$ cat src/rtl/read_control_logic.sv
`default_nettype none
// +----------------------------------------------------------------------------+
// | Module      : read_control_logic                                           |
// | Description : Read-side FIFO-to-RAM mover. Reads WORDS words from a normal |
// |               (non-show-ahead) FIFO and writes them to sequential RAM      |
// |               addresses. Optional running checksum: READ_CTRL_CHECKSUM_EN. |
// | Revision    : 1.0 - initial release                                        |
// +----------------------------------------------------------------------------+
module read_control_logic #(
    parameter int WORDS = 256,
    parameter int AW    = 10
) (
    input  logic          clk_i,
    input  logic          reset_i,
    input  logic          rdempty_i,
    input  logic [31:0]   data_i,
    output logic          rdreq_o,
    output logic [AW-1:0] addr_o,
    output logic [31:0]   data_o,
    output logic          we_o,
    output logic          done_o
`ifdef READ_CTRL_CHECKSUM_EN
    ,
    output logic [31:0]   checksum_o
`endif
);

    localparam logic [AW-1:0] c_last_addr = AW'(WORDS - 1);

    typedef enum logic [2:0] {
        S_IDLE  = 3'd0,
        S_READ  = 3'd1,
        S_LATCH = 3'd2,
        S_STORE = 3'd3,
        S_WAIT  = 3'd4,
        S_DONE  = 3'd5
    } state_t;

    state_t r_state;

`ifdef READ_CTRL_CHECKSUM_EN
    logic [31:0] r_checksum;
    assign checksum_o = r_checksum;
`endif

    // Outputs are registered alongside the state transition so each one is a
    // pure decode of the state being entered.
    always_ff @(posedge clk_i or posedge reset_i) begin
        if (reset_i) begin
            r_state <= S_IDLE;
            rdreq_o <= 1'b0;
            we_o    <= 1'b0;
            done_o  <= 1'b0;
            addr_o  <= '0;
            data_o  <= '0;
`ifdef READ_CTRL_CHECKSUM_EN
            r_checksum <= '0;
`endif
        end else begin
            rdreq_o <= 1'b0;
            we_o    <= 1'b0;
            case (r_state)
                S_IDLE, S_WAIT: begin
                    if (!rdempty_i) begin
                        r_state <= S_READ;
                        rdreq_o <= 1'b1;
                    end
                end
                S_READ: begin
                    r_state <= S_LATCH;
                end
                S_LATCH: begin
                    data_o  <= data_i;
`ifdef READ_CTRL_CHECKSUM_EN
                    r_checksum <= r_checksum + data_i;
`endif
                    r_state <= S_STORE;
                    we_o    <= 1'b1;
                end
                S_STORE: begin
                    if (addr_o == c_last_addr) begin
                        r_state <= S_DONE;
                        done_o  <= 1'b1;
                    end else begin
                        addr_o <= addr_o + 1'b1;
                        // Only request when non-empty was sampled on this edge.
                        if (!rdempty_i) begin
                            r_state <= S_READ;
                            rdreq_o <= 1'b1;
                        end else begin
                            r_state <= S_WAIT;
                        end
                    end
                end
                S_DONE: begin
                    done_o <= 1'b1;
                end
                default: begin
                    r_state <= S_IDLE;
                    addr_o  <= '0;
                    done_o  <= 1'b0;
                end
            endcase
        end
    end

endmodule
`default_nettype wire
$ cat config.mk
export PLATFORM = sky130hd
export DESIGN_NAME = read_control_logic
export DESIGN_NICKNAME = d
export VERILOG_FILES = /design/src/rtl/read_control_logic.sv
export SDC_FILE = /design/constraint.sdc
export NUM_CORES = 1
export LEC_CHECK = 0
export CORE_MARGIN = 10
export CORE_UTILIZATION = 60
export DETAILED_ROUTE_END_ITERATION = 6
export DONT_BUFFER_PORTS = 1
export HOLD_SLACK_MARGIN = 0.02
export PLACE_DENSITY = 0.81
export SLEW_MARGIN = 20
export SYNTH_ARGS = -nofsm -noshare
export SYNTH_HDL_FRONTEND = slang
export SYNTH_SLANG_ARGS = --single-unit
$ cat constraint.sdc
create_clock -name clk_i -period 3.1 [get_ports clk_i]
set_clock_uncertainty 0.15 [all_clocks]
set_input_delay 0.465 -clock clk_i [delete_from_list [all_inputs] [get_ports clk_i]]
set_output_delay 0.465 -clock clk_i [all_outputs]
set_load 0.005 [all_outputs]
==> metrics.txt <==
# TYPE chip_impl_metric gauge
chip_impl_metric{name="power.density_cell_area",unit="mW/mm2"} 430.3
chip_impl_metric{name="postCtsSetupBuffers",unit=""} 0
chip_impl_metric{name="setup.reg_to_reg.worst_slack",unit="ns"} 1.17
chip_impl_metric{name="design.portCount",unit=""} 80
chip_impl_metric{name="multi_input_comb_area",unit="um2"} 789.5
chip_impl_metric{name="critPathMaxFanout",unit=""} 8
chip_impl_metric{name="wire_per_inst",unit="um"} 21.34
chip_impl_metric{name="power.share.clock",unit="%"} 30.5
chip_impl_info{name="layout.cells.most_common",value="sky130_fd_sc_hd__dfrtp_1"} 1
chip_impl_metric{name="syn_area",unit="mm2"} 0.002051
chip_impl_metric{name="syn2layout_area_growth",unit="%"} 4.393
chip_impl_metric{name="first_global_vias",unit=""} 1362
chip_impl_info{name="critical_path.endpoint_type",value="flip-flop"} 1
chip_impl_metric{name="synthesis.instances",unit=""} 160
chip_impl_info{name="cts_root_buf",value="sky130_fd_sc_hd__clkbuf_4"} 1
chip_impl_metric{name="antenna-diode-count",unit=""} 0
chip_impl_metric{name="detailedPlace.worstSlack",unit="ns"} 1.214
chip_impl_metric{name="syn-num-nets",unit=""} 196
chip_impl_metric{name="cts-hold-fix-buffers",unit=""} 1
chip_impl_metric{name="cell_internal_power_dissipation",unit="mW"} 0.7198
chip_impl_metric{name="finalWorstPathRequiredPeriod",unit="ns"} 1.932
chip_impl_metric{name="route.final.wire_length",unit="um"} 4439
chip_impl_info{name="worst_setup_endpoint",value="addr_o[0]"} 1
chip_impl_metric{name="groute.usage.overall",unit="%"} 14.68
chip_impl_metric{name="post-dp-hpwl",unit="um"} 3282
chip_impl_metric{name="dr.pass1.iters",unit=""} 4
chip_impl_metric{name="num_rows",unit=""} 21
chip_impl_metric{name="fp.dieW",unit="um"} 78.46
chip_impl_metric{name="numClockSinks",unit=""} 48
chip_impl_metric{name="tightestPinTransition",unit="ns"} 0.9329
chip_impl_metric{name="fin_cells",unit=""} 208
chip_impl_metric{name="finalHoldViolCount",unit=""} 0
chip_impl_info{name="regToRegEndpoint",value="addr_o[0]"} 1
chip_impl_metric{name="core",unit="mm2"} 0.003311
chip_impl_metric{name="post-route-drc-count",unit=""} 0
chip_impl_metric{name="grt_first_pass_wirelength",unit="um"} 7258
chip_impl_metric{name="fmaxAchievable",unit="GHz"} 0.5177
chip_impl_metric{name="worstSkewPairLatency",unit="ns"} 0.35
chip_impl_metric{name="placed_cells",unit=""} 198
chip_impl_metric{name="die-area",unit="mm2"} 0.006156
chip_impl_metric{name="drv_cap",unit=""} 0
chip_impl_metric{name="yosys_register_bits",unit=""} 48
chip_impl_metric{name="place.gp.congestion",unit=""} 0.8327
chip_impl_metric{name="post_cts_resize_count",unit=""} 0
chip_impl_metric{name="layout-drive-gt1-share",unit="%"} 26.54
chip_impl_metric{name="number_of_setup_violations_in_the_final_report",unit=""} 0
chip_impl_info{name="timing.critical_path.from_type",value="flip-flop"} 1
chip_impl_metric{name="clk_path_buf_depth",unit=""} 2
chip_impl_metric{name="number_of_enable_flip_flop_cells_after_synthesis",unit=""} 0
chip_impl_metric{name="worst_ep_arrival_time",unit="ns"} 2.07
chip_impl_metric{name="final-max-slew-violation-count",unit=""} 0
chip_impl_metric{name="netlist_cell_types",unit=""} 41
chip_impl_metric{name="grt_start_max_net_pins",unit=""} 49
chip_impl_metric{name="portBuffers",unit=""} 0
chip_impl_metric{name="critical_path_required",unit="ns"} 3.24
chip_impl_metric{name="sequential_cell_area",unit="mm2"} 0.001201
chip_impl_metric{name="postRouteAntennaNets",unit=""} 0
chip_impl_metric{name="final_util",unit="%"} 64.66
chip_impl_info{name="yosys_most_used_dff",value="sky130_fd_sc_hd__dfrtp_1"} 1
chip_impl_metric{name="timing.setup.tns",unit="ns"} 0
chip_impl_metric{name="ys_async_sr_fraction",unit="%"} 100.0
chip_impl_metric{name="pwr-share-comb",unit="%"} 1.5
chip_impl_metric{name="synth.yosys.warnings",unit=""} 0
chip_impl_info{name="status",value="finished clean"} 1
chip_impl_metric{name="floorplan.initialDensity",unit="%"} 61.94
chip_impl_metric{name="peakVddDrop",unit="mV"} 0.3565
chip_impl_metric{name="grt_antenna_before_repair",unit=""} 0
chip_impl_metric{name="power.switching_fraction",unit="%"} 21.87
chip_impl_metric{name="route.vias.total",unit=""} 1269
chip_impl_metric{name="clock_pin_slew_reported_for_the_worst_setup_and_hold_paths_after_clock_tree_synthesis",unit="ns"} 0.13
chip_impl_metric{name="setup_ws",unit="ns"} 1.168
chip_impl_metric{name="die_h",unit="um"} 78.46
chip_impl_metric{name="globalRoute.totalOverflow",unit=""} 0
chip_impl_metric{name="numCtsBuffers",unit=""} 5
chip_impl_info{name="grt_setup_unrepaired",value="no"} 1
chip_impl_info{name="timing.rr.start",value="addr_o[1]"} 1
chip_impl_info{name="cts_tree",value="built"} 1
chip_impl_metric{name="finish.net_count",unit=""} 197
chip_impl_info{name="layout_common_cells",value="sky130_fd_sc_hd__dfrtp_1 (48), sky130_fd_sc_hd__mux2_2 (32), sky130_fd_sc_hd__nor2_1 (10)"} 1
chip_impl_metric{name="drt-initial-drc-count",unit=""} 147
chip_impl_metric{name="timing.max_slew.rel_slack",unit="%"} 37.72
chip_impl_metric{name="synth-seq-area-share",unit="%"} 58.57
chip_impl_metric{name="r2r.worst_path.cells",unit=""} 5
chip_impl_info{name="criticalPathCategory",value="flip-flop to flip-flop"} 1
chip_impl_metric{name="power_switching",unit="mW"} 0.2015
chip_impl_metric{name="syn_avg_cell_area",unit="um2"} 12.82
chip_impl_metric{name="vias_per_cell",unit=""} 6.101
chip_impl_metric{name="htree_num_levels",unit=""} 2
chip_impl_info{name="crit_path_start",value="addr_o[1]"} 1
chip_impl_info{name="hold_class",value="primary input to asynchronous set/reset pin"} 1
chip_impl_metric{name="p_seq_share",unit="%"} 68.0
chip_impl_metric{name="final_min_period_over_clock_period",unit="%"} 62.31
chip_impl_metric{name="cellLeakagePower",unit="nW"} 1.026
chip_impl_metric{name="n_fill_cell",unit=""} 271
state kept, by name, indices dropped and copies added (netlist names):
register	flops
addr_o	10
done_o	1
we_o	1
rdreq_o	1
data_o	32
r_state	3
cell families (layout without fill, tap and decap cells):
kind of cell               after synthesis  after routing  share of synthesized area, %
DFF                                     48             48                         58.57
and+or+nand+nor                         41             41                         10.62
xor gates and xnor gates                 3              3                         1.282
muxes                                   32             32                         17.57
adders and majority gates                1              1                        0.6100
AOI/OAI and AO/OA                       23             23                         8.115
buffers and inverters                   12             14                         3.233
metal layers:
layer	GRT usage, %	vias to the layer above	wire, um
met5	0	-	0
met3	8.314	6	450
met2	24.84	48	2350
met4	3.405	0	39
li1	-	574	-
met1	15.57	641	1598
power groups by stage:
stage	combinational (mW)	clock [mW]	sequential (mW)
after floorplan	0.00953	0	0.638
after global placement	0.0119	0	0.638
after detailed placement	0.0129	0	0.638
after CTS	0.0141	0.294	0.626
after global routing	0.0166	0.321	0.626
final	0.0140	0.281	0.626
worst max-delay path, stage by stage (launching register included):
cell	delay [ns]
sky130_fd_sc_hd__dfrtp_1	0.48
sky130_fd_sc_hd__ha_1	0.29
sky130_fd_sc_hd__and3_1	0.23
sky130_fd_sc_hd__nand4_1	0.33
sky130_fd_sc_hd__a21boi_0	0.25
sky130_fd_sc_hd__o21bai_1	0.13
stage by stage:
stage          cell area (um2)  hold WS [ns]  power [mW]
2_1_floorplan             2051        0.3359      0.6475
3_3_place_gp              2067        0.3823      0.6499
3_5_place_dp              2067        0.3870      0.6509
4_1_cts                   2131       0.02525      0.9340
5_1_grt                   2141       0.06139      0.9641
6_report                  2141       0.03308      0.9213
worst min-delay path by stage:
stage,start,endpoint,slack (ns),cells after the start
floorplan,done_o,done_o,0.34,2
global placement,data_o[17],data_o[17],0.38,1
detailed placement,data_o[23],data_o[23],0.39,1
CTS,rdempty_i,r_state[0],0.03,1
global route,data_i[23],data_o[23],0.06,1
finish,reset_i,data_o[18],0.03,1
Yosys cell counts, types with 2 or more instances:
master                    count  area [um2]
sky130_fd_sc_hd__a21oi_1      5       25.02
sky130_fd_sc_hd__nor2_1      10       37.54
sky130_fd_sc_hd__buf_6        2       22.52
sky130_fd_sc_hd__and3_1       2       12.51
sky130_fd_sc_hd__nand3_1      6       30.03
sky130_fd_sc_hd__inv_1        3       11.26
sky130_fd_sc_hd__and4_1       2       17.52
sky130_fd_sc_hd__nand4_1      4       25.02
sky130_fd_sc_hd__nand2_1      8       30.03
sky130_fd_sc_hd__a41o_1       2       20.02
sky130_fd_sc_hd__xor2_1       2       17.52
sky130_fd_sc_hd__buf_2        5       25.02
sky130_fd_sc_hd__mux2_2      32       360.4
sky130_fd_sc_hd__o21ai_0      3       15.01
sky130_fd_sc_hd__dfrtp_1     48        1201
cell type report:
| type | count | share of cell area (%) |
|---|---|---|
| sequential | 48 | 56.11 |
| tap | 46 | 2.688 |
| clock buffer | 7 | 2.104 |
| inverter | 3 | 0.5260 |
| multi-input combinational | 100 | 36.88 |
| clock inverter | 1 | 0.4091 |
| timing repair buffer | 3 | 1.286 |
Note: power is estimated with default switching activity, not from simulation.
